`src/rtl/smart_house_cmd_decoder.sv`:
```
// Purpose : parse ASCII keypad/serial bytes into smart-house toggle pulses and a temperature set-point.
// Latency : toggle/error pulses one cycle after the accepting edge; temp_req/temp_update one edge after EXEC.
// Backpr. : char_ready drops only for the single EXEC cycle after '#'; otherwise a byte is taken every cycle.
module smart_house_cmd_decoder #(
  parameter int TEMP_W       = 32,
  parameter int TEMP_DEFAULT = 25,
  parameter int TEMP_MAX     = 50,
  parameter int MAX_DIGITS   = 3,
  parameter int TIMEOUT      = 16
) (
  input  logic              clock,
  input  logic              reset,
  input  logic              char_valid,
  input  logic [7:0]        char_in,
  output logic              char_ready,
  output logic              music_req,
  output logic              light_req,
  output logic              curtain_req,
  output logic [TEMP_W-1:0] temp_req,
  output logic              temp_update,
  output logic [7:0]        char_req,
  output logic              cmd_error
);

  localparam int CNT_W = $clog2(MAX_DIGITS + 1);
  localparam int TMR_W = $clog2(TIMEOUT + 1);

  localparam logic [7:0] CH_M     = 8'h4D;
  localparam logic [7:0] CH_L     = 8'h4C;
  localparam logic [7:0] CH_C     = 8'h43;
  localparam logic [7:0] CH_T     = 8'h54;
  localparam logic [7:0] CH_SPACE = 8'h20;
  localparam logic [7:0] CH_HASH  = 8'h23;
  localparam logic [7:0] CH_0     = 8'h30;
  localparam logic [7:0] CH_9     = 8'h39;

  typedef enum logic [1:0] {
    S_IDLE = 2'd0,
    S_TEMP = 2'd1,
    S_EXEC = 2'd2
  } state_t;

  state_t            state_q, state_d;
  logic [TEMP_W-1:0] acc_q, acc_d;
  logic [CNT_W-1:0]  cnt_q, cnt_d;
  logic [TMR_W-1:0]  tmr_q, tmr_d;
  logic [TEMP_W-1:0] temp_q, temp_d;
  logic [7:0]        char_q, char_d;
  logic              music_q, music_d;
  logic              light_q, light_d;
  logic              curtain_q, curtain_d;
  logic              upd_q, upd_d;
  logic              err_q, err_d;

  logic accept;
  logic is_digit;

  assign char_ready = (state_q != S_EXEC);
  assign accept     = char_valid && char_ready;
  assign is_digit   = (char_in >= CH_0) && (char_in <= CH_9);

  // State and output registers; async reset drops any partial command at once.
  always_ff @(posedge clock or negedge reset) begin
    if (!reset) begin
      state_q   <= S_IDLE;
      acc_q     <= '0;
      cnt_q     <= '0;
      tmr_q     <= '0;
      temp_q    <= TEMP_W'(TEMP_DEFAULT);
      char_q    <= 8'h00;
      music_q   <= 1'b0;
      light_q   <= 1'b0;
      curtain_q <= 1'b0;
      upd_q     <= 1'b0;
      err_q     <= 1'b0;
    end else begin
      state_q   <= state_d;
      acc_q     <= acc_d;
      cnt_q     <= cnt_d;
      tmr_q     <= tmr_d;
      temp_q    <= temp_d;
      char_q    <= char_d;
      music_q   <= music_d;
      light_q   <= light_d;
      curtain_q <= curtain_d;
      upd_q     <= upd_d;
      err_q     <= err_d;
    end
  end

  // Next-state decode: command parsing, digit accumulation, idle timeout and set-point commit.
  always_comb begin
    state_d   = state_q;
    acc_d     = acc_q;
    cnt_d     = cnt_q;
    tmr_d     = tmr_q;
    temp_d    = temp_q;
    char_d    = char_q;
    music_d   = 1'b0;
    light_d   = 1'b0;
    curtain_d = 1'b0;
    upd_d     = 1'b0;
    err_d     = 1'b0;

    // Every accepted byte is echoed, rejected ones included.
    if (accept) begin
      char_d = char_in;
    end

    case (state_q)
      S_IDLE: begin
        if (accept) begin
          case (char_in)
            CH_M:     music_d   = 1'b1;
            CH_L:     light_d   = 1'b1;
            CH_C:     curtain_d = 1'b1;
            CH_SPACE: ;
            CH_T: begin
              state_d = S_TEMP;
              acc_d   = '0;
              cnt_d   = '0;
              tmr_d   = '0;
            end
            default:  err_d = 1'b1;
          endcase
        end
      end

      S_TEMP: begin
        if (accept) begin
          tmr_d = '0;
          if (is_digit) begin
            if (cnt_q == CNT_W'(MAX_DIGITS)) begin
              err_d   = 1'b1;
              state_d = S_IDLE;
            end else begin
              // ASCII '0'..'9' carry the digit value in their low nibble.
              acc_d = acc_q * TEMP_W'(10) + TEMP_W'(char_in[3:0]);
              cnt_d = cnt_q + CNT_W'(1);
            end
          end else if (char_in == CH_HASH) begin
            if (cnt_q != '0) begin
              state_d = S_EXEC;
            end else begin
              err_d   = 1'b1;
              state_d = S_IDLE;
            end
          end else begin
            // Stray byte aborts the set-point; it is not re-read as a new command.
            err_d   = 1'b1;
            state_d = S_IDLE;
          end
        end else if (tmr_q == TMR_W'(TIMEOUT - 1)) begin
          err_d   = 1'b1;
          state_d = S_IDLE;
          tmr_d   = '0;
        end else begin
          tmr_d = tmr_q + TMR_W'(1);
        end
      end

      S_EXEC: begin
        // Over-range set-points saturate silently.
        temp_d  = (acc_q > TEMP_W'(TEMP_MAX)) ? TEMP_W'(TEMP_MAX) : acc_q;
        upd_d   = 1'b1;
        state_d = S_IDLE;
      end

      default: begin
        state_d = S_IDLE;
      end
    endcase
  end

  assign music_req   = music_q;
  assign light_req   = light_q;
  assign curtain_req = curtain_q;
  assign temp_req    = temp_q;
  assign temp_update = upd_q;
  assign char_req    = char_q;
  assign cmd_error   = err_q;

endmodule

```
`config.mk`:
```
export PLATFORM = sky130hd
export DESIGN_NAME = smart_house_cmd_decoder
export DESIGN_NICKNAME = d
export VERILOG_FILES = /design/src/rtl/smart_house_cmd_decoder.sv
export SDC_FILE = /design/constraint.sdc
export NUM_CORES = 1
export LEC_CHECK = 0
export ABC_CLOCK_PERIOD_IN_PS = 4600
export BUFFER_PORTS_ARGS = -buffer_cell sky130_fd_sc_hd__buf_2
export CORE_AREA = 2 2 82 162
export CTS_BUF_LIST = sky130_fd_sc_hd__clkbuf_16
export DETAILED_ROUTE_END_ITERATION = 8
export DIE_AREA = 0 0 84 164
export GPL_TIMING_DRIVEN = 0
export PLACE_DENSITY_LB_ADDON = 0.3
export SLEW_MARGIN = 10
export SYNTH_ARGS = -nofsm -noshare
export SYNTH_HDL_FRONTEND = slang
export SYNTH_SLANG_ARGS = --single-unit
```
`constraint.sdc`:
```
create_clock -name clock -period 4.6 [get_ports clock]
set_input_delay 0.23 -clock clock [delete_from_list [all_inputs] [get_ports clock]]
set_output_delay 0.23 -clock clock [all_outputs]
set_load 0.1 [all_outputs]
```
# Yosys cells after proc, flatten, opt, wreduce, memory -nomap -nowiden
# Index checks and enable logic that the tools add are counted.
dict set report classes {
  mux 46
  mul 1
  reduce_logical 9
  n_eq_ne 18
  addsub 3
  n_lt_le_gt_ge 3
}
# cell n
set op_table {}
lappend op_table {{2-to-1 mux 32 bit} 6}
lappend op_table {{one-hot mux 32 bit (2 select lines)} 1}
lappend op_table {{adder 32 x 4 -> 32 bit} 1}
lappend op_table {{== test 8 x 7 -> 1 bit, second input constant} 4}
lappend op_table {{greater-than comparator 32 x 6 -> 1 bit, second input constant} 1}
lappend op_table {{multiplier 32 x 3 -> 31 bit, second input constant} 1}
lappend op_table {{2-to-1 mux 2 bit} 13}
lappend op_table {{2-to-1 mux 5 bit} 4}
lappend op_table {{2-to-1 mux 1 bit} 18}
lappend op_table {{== test 8 x 6 -> 1 bit, second input constant} 2}
lappend op_table {{inequality test 2 bit, second input constant} 5}
lappend op_table {{one-hot mux 5 bit (2 select lines)} 1}
lappend op_table {{>= comparator 8 x 6 -> 1 bit, second input constant} 1}
lappend op_table {{less-or-equal comparator 8 x 6 -> 1 bit, second input constant} 1}
lappend op_table {{one-hot mux 2 bit (2 select lines)} 2}
lappend op_table {{AND reduction 6 bit} 1}
lappend op_table {{adder 5 x 1 -> 5 bit, second input constant} 1}
lappend op_table {{== test 5 x 4 -> 1 bit, second input constant} 1}
lappend op_table {{OR reduction 5 bit} 1}
lappend op_table {{== test 2 bit, second input constant} 2}
lappend op_table {{inequality test 4 bit, second input constant} 1}
lappend op_table {{AND reduction 4 bit} 1}
lappend op_table {{nonzero test 2 bit} 2}
lappend op_table {{inequality test 3 bit, second input constant} 1}
lappend op_table {{7 further kinds} 8}
dict set report totals {
  ff_bits 86
  elab_cells 91
  inputBits 11
}

# Depth between registers and ports, before layout
# Gate-level depths: netlist (run 1).
dict set report depth {
  word_depth 6
  ltp_mapped 15
}

# Least setup slack after synthesis (run 1)
# OpenSTA, ideal clock, no wires.
dict set report synth_path {
  kind {reg2reg}
  from {register acc_q[1]}
  to {register acc_q[27]}
  period_less_slack_ns 4.076
  arrival_ns 3.952
  t_required_ns 4.476
  n_path_buf 2
  setup_ns 0.124
  path_stages_with_launch 15
  path_slack_ns 0.524
  path_cell_list {dfrtp_1 -> ha_1 -> ha_1 -> fa_1 -> a21o_2 -> a221o_2 -> a31oi_1 -> xnor2_1 -> or4b_4 -> nor4bb_1 -> buf_4 -> and4b_1 -> buf_4 -> a211oi_1 -> a211o_1}
}
dict set report synth_between {
  elab_chain_cells 6
}
# element line
set synth_lines {}
lappend synth_lines {{from (decl)} 44} ;# logic [TEMP_W-1:0] acc_q, acc_d;
lappend synth_lines {{from (signal assigned)} 66} ;# acc_q <= '0;
lappend synth_lines {{from (signal assigned)} 78} ;# acc_q <= acc_d;
lappend synth_lines {{multiplier 32 x 3 -> 31 bit} 138} ;# acc_d = acc_q * TEMP_W'(10) + TEMP_W'(char_in[3:0]);
lappend synth_lines {{adder 32 x 4 -> 32 bit} 138}
lappend synth_lines {{2-to-1 mux 32 bit} 133} ;# if (cnt_q == CNT_W'(MAX_DIGITS)) begin
lappend synth_lines {{2-to-1 mux 32 bit} 132} ;# if (is_digit) begin
lappend synth_lines {{2-to-1 mux 32 bit} 130} ;# if (accept) begin
lappend synth_lines {{one-hot mux 32 bit (2 select lines)} 110} ;# case (state_q)
# Every way passes these cells. The select of a mux whose other input is x is not followed.
# A chain may end at the register's enable or synchronous reset.

# Worst setup path in the final report (run 1)
# Same ends and word-level chain as after synthesis.

==> results of run 1 <==
## kinds of logic after synthesis
group,count (synthesis),synth area share [%]
and+or+nand+nor,254,22.70
AOI/OAI and AO/OA,174,19.35
DFF,86,35.05
adders and majority gates,63,13.06
xor gates and xnor gates,40,5.696
buffers and inverters,33,2.522
muxes,9,1.627
## layout by cell type (no fill, tap or decap), drive strengths merged, types with 11 or more instances in the layout
cell,Yosys,routed
dfrtp,83,83
buf,9,65
ha,61,61
nand2,56,56
o21ai,50,50
and2,39,39
nor2,36,36
a21oi,31,31
xnor2,26,26
clkbuf,17,26
nor3,21,21
nand3,19,19
a21o,19,19
nand4,17,17
xor2,14,14
a211oi,13,13
nor4,11,11
## synthesized netlist by cell type (17+ instances only)
cell type / count / area share [%]
a21o_1: 18 / 2.2
a21oi_1: 31 / 2.5
and2_1: 38 / 3.9
clkbuf_1: 17 / 1.0
dfrtp_1: 83 / 34
ha_1: 61 / 12
nand2_1: 56 / 3.4
nand3_1: 19 / 1.5
nand4_1: 17 / 1.7
nor2_1: 36 / 2.2
nor3_1: 21 / 1.7
o21ai_0: 50 / 4.1
xnor2_1: 26 / 3.7
## registers in the layout (all words and copies together) (netlist names)
register	cells
music_req	1
temp_req	32
light_req	1
cnt_q	2
tmr_q	5
cmd_error	1
temp_update	1
char_req	8
curtain_req	1
state_q	2
acc_q	32
## layout make-up
type	instances	area (µm²)
fill	1108	5538
multi-input combinational	540	3851
sequential	86	2157
timing repair buffer	57	315.3
clock buffer	9	225.2
tap	150	187.7
buffer	26	128.9
clock inverter	7	125.1
inverter	7	26.28
## what timing repair did
item / in CTS / in global routing
buffers inserted: 0 / 0
resized for setup: 1 / 3
gates cloned: 0 / 0
hold buffers: 1 / 0
endpoints found under the hold margin: 30 / 0
pin swaps: 0 / 0
setup endpoints to repair: 2 / 7
## worst reg2reg max path, stage by stage (launching register included)
cell	delay [ns]
dfrtp_2	0.47
ha_1	0.31
ha_1	0.24
fa_1	0.40
a21o_2	0.30
a221o_2	0.43
a31oi_1	0.22
xnor2_1	0.24
or4b_4	0.53
nor4bb_1	0.28
buf_4	0.20
and4b_1	0.19
buf_4	0.14
a211oi_1	0.07
a211o_1	0.27
## power by group through the flow
stage,Sequential (mW),Clock [mW],Combinational (mW)
after floorplan,0.840,0,0.0178
after global placement,0.783,0,0.108
after detailed placement,0.784,0,0.114
after CTS,0.769,0.847,0.115
after global routing,0.770,0.874,0.120
final,0.769,0.842,0.114
## worst paths after layout
| path | end |
|---|---|
| min in group asynchronous | char_req[5] |
| setup / recovery | acc_q[27] |
| hold / removal | char_req[7] |
| setup reg to reg | acc_q[27] |
| max in group asynchronous | temp_req[4] |
| hold reg to reg | temp_req[31] |
## per-layer routing
layer | vias up | part of all wire, % | GRT usage, %
met5 | - | 0 | 0
met4 | 0 | 3.6 | 11.51
met3 | 41 | 3.0 | 2.060
met2 | 161 | 57 | 48.11
met1 | 2657 | 37 | 24.48
li1 | 2599 | - | -
==> flow_metrics.tcl, run 1 <==
set metrics [dict create \
    setup_violations 0 \
    syn_area_um2 6151 \
    first_iter_violations 209 \
    num_vias 5458 \
    ant_nets 0 \
    min_period_ns 4.410 \
    start_util_pct 48.99 \
    drt_drc_violations_left 0 \
    fin_setup_tns_ns 0 \
    syn_to_final_growth_pct 14.08 \
    startpoint_type "register" \
    cp.arrival_ns 4.62 \
    cp_slowest_cell "or4b_4" \
    h-tree-depth 3 \
    grt_max_degree 57 \
    crit_required_ns 4.81 \
    syn_area_per_cell_um2 9.334 \
    yosysUniqueCellTypes 72 \
    hold_path.class "in -> reg" \
    rsz0062_at_grt "false" \
    insertion_delay_ns 0.34 \
    ys.flop_type "dfrtp_1" \
    cts_tree "built" \
    stdcell_count 882 \
    critPathTopFamily "compound AO/OA/AOI/OAI gates" \
    path_cells "ha_1, ha_1, fa_1, a21o_2, a221o_2, a31oi_1, xnor2_1, or4b_4, nor4bb_1, buf_4, and4b_1, buf_4, a211oi_1, a211o_1" \
    ys_seq_area_share_pct 35.05 \
    antenna_found_initial 0 \
    place.gp.congestion 0.9306 \
    design.die.area_um2 13780 \
    cts_buffers 9 \
    pre_cts_ws_ns -0.06766 \
    switching_share_pct 23.20 \
    ios 57 \
    first_pass_iters 4 \
    drive_gt1_share_pct 15.03 \
    die_w_um 84 \
    worstMarginPinSlew_ns 0.7504 \
    r2r-start "acc_q[1]" \
    yosys_warnings 0 \
    routedWlPerCell_um 18.50 \
    async_reset_ff_share_pct 100.0 \
    min_from "char_in[7]" \
    dpl-instance-area_um2 6644 \
    synth_cells 659 \
    path_clk_slew_ns 0.06 \
    clk_root_buffer_cell "clkbuf_16" \
    dpl.hpwl_um 12980 \
    wl_um 16310 \
    gr-usage-all-layers_pct 24.08 \
    finClkSkew_ns 0.008762 \
    diodes 0 \
    crit_type "reg -> reg" \
    worstSetupEndpointType "register" \
    power_leakage_nw 3.429 \
    p_clk_share_pct 48.8 \
    worst_slack_ns 0.1904 \
    pwr-share-seq_pct 44.6 \
    hold_viol 0 \
    dp.cells 865 \
    overflow 0 \
    internal_power_mw 1.325 \
    grt_pass1_vias 5479 \
    final_cell_area_um2 7017 \
    finalMaxSlewViolations 0 \
    fin_nets 801 \
    r2r_slack_ns 0.19 \
    slowest_delay_ns 0.52 \
    critPathLaunch "acc_q[1]" \
    io_buffers 55 \
    cp.depth 14 \
    post-route-period-util_pct 95.86 \
    core_um2 12550 \
    grt_pass1_wl_um 26840 \
    comb_power_share_pct 6.6 \
    cts_sinks 86 \
    worstPathMaxFanout 8 \
    ir_drop_uv 500.3 \
    die_h_um 164 \
    clk_path_buf_depth 2 \
    hold_depth 2 \
    p_sw_uw 400.2 \
    power_mw 1.725 \
    ys_ff_latch 86 \
    outcome "finished clean" \
    via_per_inst 6.188 \
    max_freq_mhz 226.8 \
    path_buf_inv 2 \
    maxCapViolations 0 \
    synth_edf_count 0 \
    row_count 58 \
    fin_util_pct 55.89 \
    max_slew_margin_pct 49.64 \
    p_per_area_nw_per_um2 245.8 \
    whs_ns 0.1577 \
    syn_nets 733 \
    r2r_cells 14 \
]
No activity file was read; power rests on OpenSTA's default activity.
==> inputs of run 2 (changes only) <==
CELL_PAD_IN_SITES_DETAIL_PLACEMENT = 0   (was not set)
CELL_PAD_IN_SITES_GLOBAL_PLACEMENT = 1   (was not set)
CORE_AREA = 2 2 91 181   (was 2 2 82 162)
DIE_AREA = 0 0 93 183   (was 0 0 84 164)
GPL_TIMING_DRIVEN = not set   (was 0)
==> flow_metrics.tcl, run 2 (synthesis results as in run 1) <==
set metrics [dict create \
    power_mw 1.683 \
    slowest_delay_ns 0.54 \
    max_freq_mhz 226.1 \
    finalMaxSlewViolations 0 \
    place.gp.congestion 0.8881 \
    grt_pass1_vias 4985 \
    min_period_ns 4.423 \
    cp_common_cell "ha_1" \
    overflow 0 \
    endpoint "acc_q[27]" \
    setup_violations 0 \
    hold_viol 0 \
    final_cell_area_um2 7008 \
    path_cells "ha_1, ha_1, fa_1, a21o_2, a221o_2, a31oi_1, xnor2_1, or4b_4, nor4bb_2, buf_4, and4b_2, a211oi_1, a211o_1" \
    first_pass_iters 5 \
    insertion_delay_ns 0.34 \
    final_cell_mix "dfrtp_1 (83), ha_1 (61), nand2_1 (56)" \
    cts_sinks 86 \
    comb_power_share_pct 6.7 \
    cts_tree "built" \
    path_clk_slew_ns 0.07 \
    ios 57 \
    fin_nets 789 \
    switching_share_pct 24.58 \
    maxCapViolations 0 \
    worstPathMaxFanout 8 \
    dpl-instance-area_um2 6661 \
    clk_root_buffer_cell "clkbuf_16" \
    dpl.hpwl_um 12140 \
    core_um2 15620 \
    start_util_pct 39.39 \
    ant_nets 0 \
    row_count 65 \
    wl_um 15730 \
    hold_path.class "in -> reg" \
    first_iter_violations 355 \
    r2r_slack_ns 0.18 \
    diodes 0 \
    design.die.area_um2 17020 \
    max_slew_margin_pct 49.28 \
    die_w_um 93 \
    syn_to_final_growth_pct 13.93 \
    worstSetupEndpointType "register" \
    power_leakage_nw 3.407 \
    io_buffers 56 \
    crit_type "reg -> reg" \
    startpoint_type "register" \
    post-route-period-util_pct 96.16 \
    antenna_found_initial 0 \
    die_h_um 183 \
    worstMarginPinSlew_ns 0.7608 \
    grt_pass1_wl_um 25740 \
    nFillCells 1583 \
    r2r_end "acc_q[27]" \
    cp.arrival_ns 4.65 \
    gr-usage-all-layers_pct 18.86 \
    r2r-start "acc_q[3]" \
    cp_slowest_cell "or4b_4" \
    drt_drc_violations_left 0 \
    p_clk_share_pct 47.6 \
    final_common_cell "dfrtp_1" \
    outcome "finished clean" \
    r2r_cells 13 \
    critPathLaunch "acc_q[3]" \
    drive_gt1_share_pct 15.83 \
    cts_setup_buffers 0 \
    via_per_inst 5.640 \
    routedWlPerCell_um 17.08 \
    fin_util_pct 44.88 \
    finClkSkew_ns 0.006025 \
    fin_setup_tns_ns 0 \
    pwr-share-seq_pct 45.7 \
    cts_buffers 9 \
    crit_required_ns 4.83 \
    num_vias 5194 \
    ir_drop_uv 151.2 \
    internal_power_mw 1.269 \
    p_sw_uw 413.6 \
    grt_max_degree 61 \
    p_per_area_nw_per_um2 240.1 \
    h-tree-depth 3 \
    clk_path_buf_depth 2 \
]
## run 2: changes by cell type in the layout (fill, tap and decap cells not counted), sizes merged
cell / before / now
clkinv: 1 / 0
clkbuf: 26 / 9
clkinvlp: 0 / 2
bufinv: 3 / 2
buf: 65 / 70
## run 2: power by group through the flow
| stage | Sequential, mW | Clock (mW) | Combinational [mW] |
|---|---|---|---|
| after floorplan | 0.840 | 0 | 0.0178 |
| after global placement | 0.783 | 0 | 0.113 |
| after detailed placement | 0.784 | 0 | 0.113 |
| after CTS | 0.769 | 0.816 | 0.113 |
| after global routing | 0.770 | 0.856 | 0.119 |
| final | 0.769 | 0.801 | 0.112 |
## run 2: metal layers
layer | vias to the layer above | global-route usage [%] | wire length, µm
met5 | - | 0 | 0
met4 | 0 | 4.059 | 114
met3 | 9 | 2.465 | 498
met2 | 97 | 29.13 | 7194
met1 | 2502 | 28.23 | 7920
li1 | 2586 | - | -
## run 2: how the worst min path moves through the flow
stage / start / to / slack [ns] / depth (start not counted)
final: char_in[0] / light_req / 0.15 / 2
after floorplan: reset / acc_q[0] / -0.07 / 0
after global placement: reset / acc_q[25] / 0.17 / 1
after CTS: char_in[0] / light_req / 0.14 / 2
after detailed placement: reset / acc_q[29] / 0.16 / 1
after global routing: char_in[0] / light_req / 0.14 / 2
## run 2: timing repair
action	in CTS	in global routing
setup endpoints to repair	0	1
hold buffers	1	0
gates resized for setup	0	2
hold endpoints to repair	26	0
## run 2: stage by stage
| stage | setup slack (ns) | hold slack, ns | instances |
|---|---|---|---|
| 2_1_floorplan | 0.5242 | -0.06559 | 659 |
| 3_3_place_gp | 0.3558 | 0.1713 | 904 |
| 3_5_place_dp | 0.2233 | 0.1612 | 904 |
| 4_1_cts | 0.2089 | 0.1421 | 921 |
| 5_1_grt | -0.03375 | 0.1448 | 921 |
| 6_report | 0.1769 | 0.1531 | 921 |
## run 2: layout make-up
type | count | area [µm²] | area share, %
Multi-Input combinational cell | 540 | 3847 | 54.90
Sequential cell | 86 | 2156 | 30.76
Timing Repair Buffer | 71 | 397.9 | 5.678
Tap cell | 201 | 251.5 | 3.589
Clock buffer | 9 | 225.2 | 3.214
Clock inverter | 7 | 103.9 | 1.482
Inverter | 7 | 26.28 | 0.3749
## run 2: worst max-delay path, delay by kind of cell (launching register included)
kind	cells	cell delay, ns
xor gates and xnor gates	1	0.24
and+or+nand+nor	3	1.17
adders and majority gates	3	0.96
DFF	1	0.43
buffers and inverters	1	0.21
AOI/OAI and AO/OA	5	1.30
